File: config.mk
export PLATFORM = sky130hd
export DESIGN_NAME = mult_div_unit
export DESIGN_NICKNAME = d
export VERILOG_FILES = /design/src/rtl/mdu_pkg.sv /design/src/rtl/mdu_datapath.sv /design/src/rtl/mult_div_unit.sv
export SDC_FILE = /design/constraint.sdc
export NUM_CORES = 1
export LEC_CHECK = 0
export CAP_MARGIN = 5
export CORE_ASPECT_RATIO = 1.25
export CORE_MARGIN = 10
export CORE_UTILIZATION = 60
export CTS_CLUSTER_DIAMETER = 80
export CTS_CLUSTER_SIZE = 14
export DETAILED_ROUTE_END_ITERATION = 7
export GPL_ROUTABILITY_DRIVEN = 1
export PLACE_DENSITY = 0.82
export SYNTH_ARGS = -nofsm -noshare
export SYNTH_HDL_FRONTEND = slang
export SYNTH_HIERARCHICAL = 1
export SYNTH_SLANG_ARGS = --single-unit
File: constraint.sdc
create_clock -name Clk -period 4.7 [get_ports Clk]
set_input_delay 1.175 -clock Clk [delete_from_list [all_inputs] [get_ports Clk]]
set_output_delay 1.175 -clock Clk [all_outputs]
set_load 0.01 [all_outputs]
File: src/rtl/mdu_pkg.sv
// Shared definitions for the iterative multiply/divide unit: op and state encodings,
// default operand width and small decode helpers.
package mdu_pkg;

  localparam int MDU_WIDTH = 32;

  typedef enum logic [1:0] {
    MDU_MULT  = 2'b00,
    MDU_MULTU = 2'b01,
    MDU_DIV   = 2'b10,
    MDU_DIVU  = 2'b11
  } mdu_op_e;

  typedef enum logic [1:0] {
    S_IDLE = 2'b00,
    S_CALC = 2'b01,
    S_FIX  = 2'b10,
    S_DONE = 2'b11
  } mdu_state_e;

  function automatic int mdu_cnt_width(input int w);
    return $clog2(w) + 1;
  endfunction

  function automatic logic mdu_is_div(input mdu_op_e o);
    return (o == MDU_DIV) || (o == MDU_DIVU);
  endfunction

  function automatic logic mdu_is_signed(input mdu_op_e o);
    return (o == MDU_MULT) || (o == MDU_DIV);
  endfunction

endpackage

File: src/rtl/mdu_datapath.sv
// One iteration of the unsigned magnitude loop: shift-add for multiply,
// subtract-restore for divide, both on the 2*WIDTH accumulator.
module mdu_datapath
  import mdu_pkg::*;
#(
  parameter int WIDTH = MDU_WIDTH
) (
  input  logic                 is_div_i,
  input  logic [2*WIDTH-1:0]   acc_i,
  input  logic [WIDTH-1:0]     opnd_i,
  output logic [2*WIDTH-1:0]   acc_o
);

  logic [WIDTH:0] sum;
  logic [WIDTH:0] rem_sh;
  logic [WIDTH:0] diff;

  // Multiply: acc = {partial product, remaining multiplier bits}.
  // Divide:   acc = {partial remainder, remaining dividend / quotient bits}.
  always_comb begin
    sum    = {1'b0, acc_i[2*WIDTH-1:WIDTH]} + {1'b0, opnd_i};
    rem_sh = acc_i[2*WIDTH-1:WIDTH-1];
    diff   = rem_sh - {1'b0, opnd_i};
    acc_o  = acc_i;
    if (is_div_i) begin
      if (!diff[WIDTH]) acc_o = {diff[WIDTH-1:0], acc_i[WIDTH-2:0], 1'b1};
      else              acc_o = {acc_i[2*WIDTH-2:0], 1'b0};
    end else begin
      if (acc_i[0]) acc_o = {sum, acc_i[WIDTH-1:1]};
      else          acc_o = {1'b0, acc_i[2*WIDTH-1:1]};
    end
  end

endmodule

File: src/rtl/mult_div_unit.sv
// Iterative MULT/MULTU/DIV/DIVU unit with architectural HI/LO; fixed 33-edge latency.
// state  | meaning
// S_IDLE | accepts start, MTHI/MTLO
// S_CALC | WIDTH magnitude iterations
// S_FIX  | sign correction, HI/LO write, done pulse issued
// S_DONE | done visible; start ignored
module mult_div_unit
  import mdu_pkg::*;
#(
  parameter int WIDTH = MDU_WIDTH
) (
  input  logic             Clk,
  input  logic             Rst_n,
  input  logic             start,
  input  logic [1:0]       op,
  input  logic [WIDTH-1:0] sourceReg,
  input  logic [WIDTH-1:0] secondaryReg,
  input  logic             hiWrite,
  input  logic             loWrite,
  output logic             busy,
  output logic             done,
  output logic             divByZero,
  output logic [WIDTH-1:0] hi,
  output logic [WIDTH-1:0] lo
);

  localparam int CNT_W = mdu_cnt_width(WIDTH);
  localparam int W2    = 2 * WIDTH;

  mdu_state_e       state_q;
  logic [CNT_W-1:0] count_q;
  logic [W2-1:0]    acc_q, acc_d;
  logic [WIDTH-1:0] opnd_q;
  logic             is_div_q, neg_res_q, neg_rem_q, dbz_q;
  logic [WIDTH-1:0] hi_q, lo_q, hi_d, lo_d;
  logic             done_q, dbz_out_q;

  mdu_op_e          op_e;
  logic             a_neg, b_neg;
  logic [WIDTH-1:0] a_mag, b_mag;
  logic [W2-1:0]    prod;
  logic [WIDTH-1:0] quo, rem;

  assign op_e = mdu_op_e'(op);

  always_comb begin
    a_neg = mdu_is_signed(op_e) & sourceReg[WIDTH-1];
    b_neg = mdu_is_signed(op_e) & secondaryReg[WIDTH-1];
    a_mag = a_neg ? -sourceReg : sourceReg;
    b_mag = b_neg ? -secondaryReg : secondaryReg;
  end

  mdu_datapath #(.WIDTH(WIDTH)) u_datapath (
    .is_div_i (is_div_q),
    .acc_i    (acc_q),
    .opnd_i   (opnd_q),
    .acc_o    (acc_d)
  );

  // Divide by zero leaves the dividend magnitude in the remainder half, so the
  // normal remainder sign rule already reproduces rs; only LO needs forcing.
  always_comb begin
    prod = neg_res_q ? -acc_q : acc_q;
    quo  = acc_q[WIDTH-1:0];
    rem  = acc_q[W2-1:WIDTH];
    hi_d = prod[W2-1:WIDTH];
    lo_d = prod[WIDTH-1:0];
    if (is_div_q) begin
      lo_d = dbz_q ? '1 : (neg_res_q ? -quo : quo);
      hi_d = neg_rem_q ? -rem : rem;
    end
  end

  always_ff @(posedge Clk) begin
    if (!Rst_n) begin
      state_q   <= S_IDLE;
      count_q   <= '0;
      acc_q     <= '0;
      opnd_q    <= '0;
      is_div_q  <= 1'b0;
      neg_res_q <= 1'b0;
      neg_rem_q <= 1'b0;
      dbz_q     <= 1'b0;
      hi_q      <= '0;
      lo_q      <= '0;
      done_q    <= 1'b0;
      dbz_out_q <= 1'b0;
    end else begin
      done_q    <= 1'b0;
      dbz_out_q <= 1'b0;
      case (state_q)
        S_IDLE: begin
          if (hiWrite) hi_q <= sourceReg;
          if (loWrite) lo_q <= sourceReg;
          if (start) begin
            state_q   <= S_CALC;
            count_q   <= '0;
            is_div_q  <= mdu_is_div(op_e);
            neg_res_q <= a_neg ^ b_neg;
            neg_rem_q <= a_neg;
            dbz_q     <= mdu_is_div(op_e) && (secondaryReg == '0);
            if (mdu_is_div(op_e)) begin
              acc_q  <= {{WIDTH{1'b0}}, a_mag};
              opnd_q <= b_mag;
            end else begin
              acc_q  <= {{WIDTH{1'b0}}, b_mag};
              opnd_q <= a_mag;
            end
          end
        end
        S_CALC: begin
          acc_q   <= acc_d;
          count_q <= count_q + CNT_W'(1);
          if (count_q == CNT_W'(WIDTH - 1)) state_q <= S_FIX;
        end
        S_FIX: begin
          hi_q      <= hi_d;
          lo_q      <= lo_d;
          done_q    <= 1'b1;
          dbz_out_q <= dbz_q;
          state_q   <= S_DONE;
        end
        S_DONE:  state_q <= S_IDLE;
        default: state_q <= S_IDLE;
      endcase
    end
  end

  assign busy      = (state_q != S_IDLE);
  assign done      = done_q;
  assign divByZero = dbz_out_q;
  assign hi        = hi_q;
  assign lo        = lo_q;

endmodule

==> reports/metrics.cfg <==
[cts]
cts_max_path_buffers=2
cts_inserted_buffers=17
clockRootBuffer=clkbuf_16
cts_resized=0
cts_hold_buffers=0
cts.sinks=174
clock_latency_ps=450
post-cts-setup-buffer-count=0
path_clk_slew_ps=70
cts_tree=built
ctsHtreeMaxLevel=4

[place]
place_area_mm2=0.0174
dp_cells=2512
hpwl_um=49300
post-place-ws_ps=505
gp_congestion=1.03
io_buffers=137

[worst_setup_path]
rr_endpoint=acc_q[60]
cp.depth=14
setup.worst_path.end=acc_q[60]
cpMostUsedCell=o211ai_1
critical_path_buf_inv_count=1
cp-startpoint=acc_q[34]
crit_arrival_ps=4700
crit_fanout=15
r2r_start=acc_q[34]
end_kind=register
rrSetupSlack_ps=390
cpLargestDelayFamily=compound AO/OA/AOI/OAI gates
crit_slowest_cell=dfxtp_1
critPathKind=reg2reg
ff2ff_path_depth=14
cpPeakStageDelay_ps=650
crit_path_start_kind=register
crit_required_ps=5080
cp_cell_sequence=ha_1, o211ai_1, a21oi_2, a2111oi_1, o21a_1, nor4_4, o211ai_1, mux2_4, nor2_8, buf_4, mux2_1, mux2i_1, a22oi_1, nor2_1

[yosys]
ys_top_cells_by_area=dfxtp_1 (22%), a21oi_1 (6.3%), ha_1 (5.7%), xnor2_1 (5.0%), nand2_1 (4.8%)
synth-edff-count=0
synth_top_area_frac=0.220
ys_seq_area_frac=0.220
syn_inst=2127
yosysWarnings=6
netlist_area_mm2=0.0158
synthFlopType=dfxtp_1
yosys.area.top_type=dfxtp_1
synth_seq_cells=174
synth.avg_cell_area_um2=7.45
async_reset_ff_frac=0
synthDistinctLibCells=100
syn_nets=2272

[sta]
hold_viol=0
rsz0062_at_grt=no
max_freq_ghz=0.232
fin_crit_sh=0.918
finClkSkew_ps=9.21
final_max_slew_viol_count=0
tns_ps=0
finalSetupViolCount=0
fin_ws_ps=387
tightest_slew_ps=1100
hold_ws_ps=455
slew_headroom=0.266
min_period_ps=4310

[power]
vdd_drop_max_mv=0.754
p_leak_nw=7.13
power.density_mw_per_mm2=544

[drt]
antenna_left=0
drc=0
vias=18200
drt_iter0_drc=2657
wl_per_cell_um=26.0
wl_um=66200
viasPerCell=7.17
first_pass_iters=8

[finish]
fin_nets=2336
finish.instance_area_mm2=0.0180
final_cell_count_no_fill=2544
drive_gt1_frac=0.0758
antenna_cells=0
syn_to_final_growth_pct=13.6

[floorplan]
rows=66
io_pins=138
die_w_um=165
initial_core_util=0.609
die-area_mm2=0.0334
die_h_um=202
core_mm2=0.0260

[grt]
busiest_layer=met2
first_global_vias=17100
use_met1=0.449
use_met2=0.620
grtUsageTotal=0.382
antenna_found_initial=0
grt_overflow=0
grt_pass1_wl_um=100000
grt_max_degree=54
met3_usage=0.0756

[job]
drv_cap=0

[min_path]
hold_class=reg2reg

[run_status]
status=finished clean

-- metal layers --
| layer | part of all wire | wire [um] |
|---|---|---|
| met3 | 0.10 | 6950 |
| met1 | 0.35 | 23400 |
| met5 | 0 | 0 |
| met4 | 0.077 | 5080 |
| met2 | 0.46 | 30800 |
-- stage by stage --
| step | util | total power, mW |
|---|---|---|
| 2_1_floorplan | - | 6.10 |
| 6_report | 0.692 | 9.79 |
| 3_3_place_gp | 0.669 | 7.95 |
| 5_1_grt | 0.692 | 10.2 |
| 3_5_place_dp | 0.669 | 8.03 |
| 4_1_cts | 0.692 | 9.52 |
-- synthesized netlist by cell type (21+ instances only) --
library cell and count:
or3_1 31, o211ai_1 41, a21oi_1 198, nand2b_1 32, nand3_1 65, nor3_1 52
mux2_2 31, nand4_1 21, o31ai_1 29, nor2_1 176, dfxtp_1 174, mux2i_1 49
inv_1 65, o21ai_0 116, a211oi_1 33, clkbuf_1 120, nor2b_1 32, xnor2_1 91
ha_1 72, o221ai_1 24, nand2_1 202, a21o_1 23, xor2_1 66, nor4_1 34
a31oi_1 31, a22oi_1 39
-- worst min-delay path: cells and delay by family, from the launching register on --
family | cells | cell delay [ps]
AO/OA/AOI/OAI | 1 | 50
AND/OR/NAND/NOR | 1 | 50
flip-flops | 1 | 310
-- sequential cells by signal (all words and copies together) (netlist names) --
register and cells:
hi 32, divByZero 1, lo 32, count_q 6, acc_q 64, opnd_q 32, done 1, neg_res_q 1
dbz_q 1, neg_rem_q 1, state_q 2, is_div_q 1
-- logic make-up after synthesis --
kind of cell | synth area share
buffers and inverters | 0.0573
flip-flops | 0.220
AND/OR/NAND/NOR | 0.234
adder cells (fa/ha/maj) | 0.0594
AO/OA/AOI/OAI | 0.288
XOR/XNOR | 0.0868
multiplexers | 0.0553
-- report_power, final --
| group | total [mW] | switching [mW] | internal, mW |
|---|---|---|---|
| combinational | 5.80 | 3.58 | 2.22 |
| sequential | 2.51 | 0.636 | 1.87 |
| clock | 1.48 | 0.685 | 0.797 |
| total | 9.79 | 4.90 | 4.89 |
-- worst min-delay path by stage --
stage	slack [ps]	start	cells after the start	to
2_1_floorplan	450	opnd_q[2]	2	opnd_q[2]
3_3_place_gp	440	lo[13]	2	lo[13]
3_5_place_dp	440	lo[9]	2	lo[9]
4_1_cts	460	lo[9]	2	lo[9]
5_1_grt	490	lo[6]	2	lo[6]
6_report	460	lo[18]	2	lo[18]
-- cell usage in the layout, fill, tap and decap left out, drive strengths merged, types with 9 or more instances in the layout --
master	Yosys	layout
nand2	202	202
a21oi	201	201
nor2	177	177
dfxtp	174	174
clkdlybuf4s50	0	135
o21ai	121	121
xnor2	91	91
ha	72	72
inv	65	72
xor2	66	66
nand3	66	66
buf	24	56
nor3	54	54
mux2i	49	49
o211ai	41	41
a22oi	40	40
nor4	39	39
mux2	34	34
a211oi	33	33
nand2b	32	32
nor2b	32	32
or3	31	31
a31oi	31	31
o31ai	30	30
a21o	26	26
o221ai	24	24
nand4	21	21
a221oi	20	20
or4	20	20
o41ai	19	19
clkbuf	120	18
and3	15	15
o21a	12	12
and2	11	11
or2	10	10
o22ai	9	9
-- area by class of cell --
| class | count | area, um2 |
|---|---|---|
| clock buffer | 18 | 429 |
| clock inverter | 14 | 156 |
| fill | 2225 | 8020 |
| inverter | 66 | 248 |
| multi-input combinational | 1741 | 11500 |
| sequential | 174 | 3490 |
| tap | 340 | 425 |
| timing repair buffer | 191 | 1770 |
Note: power is estimated with default switching activity, not from simulation.
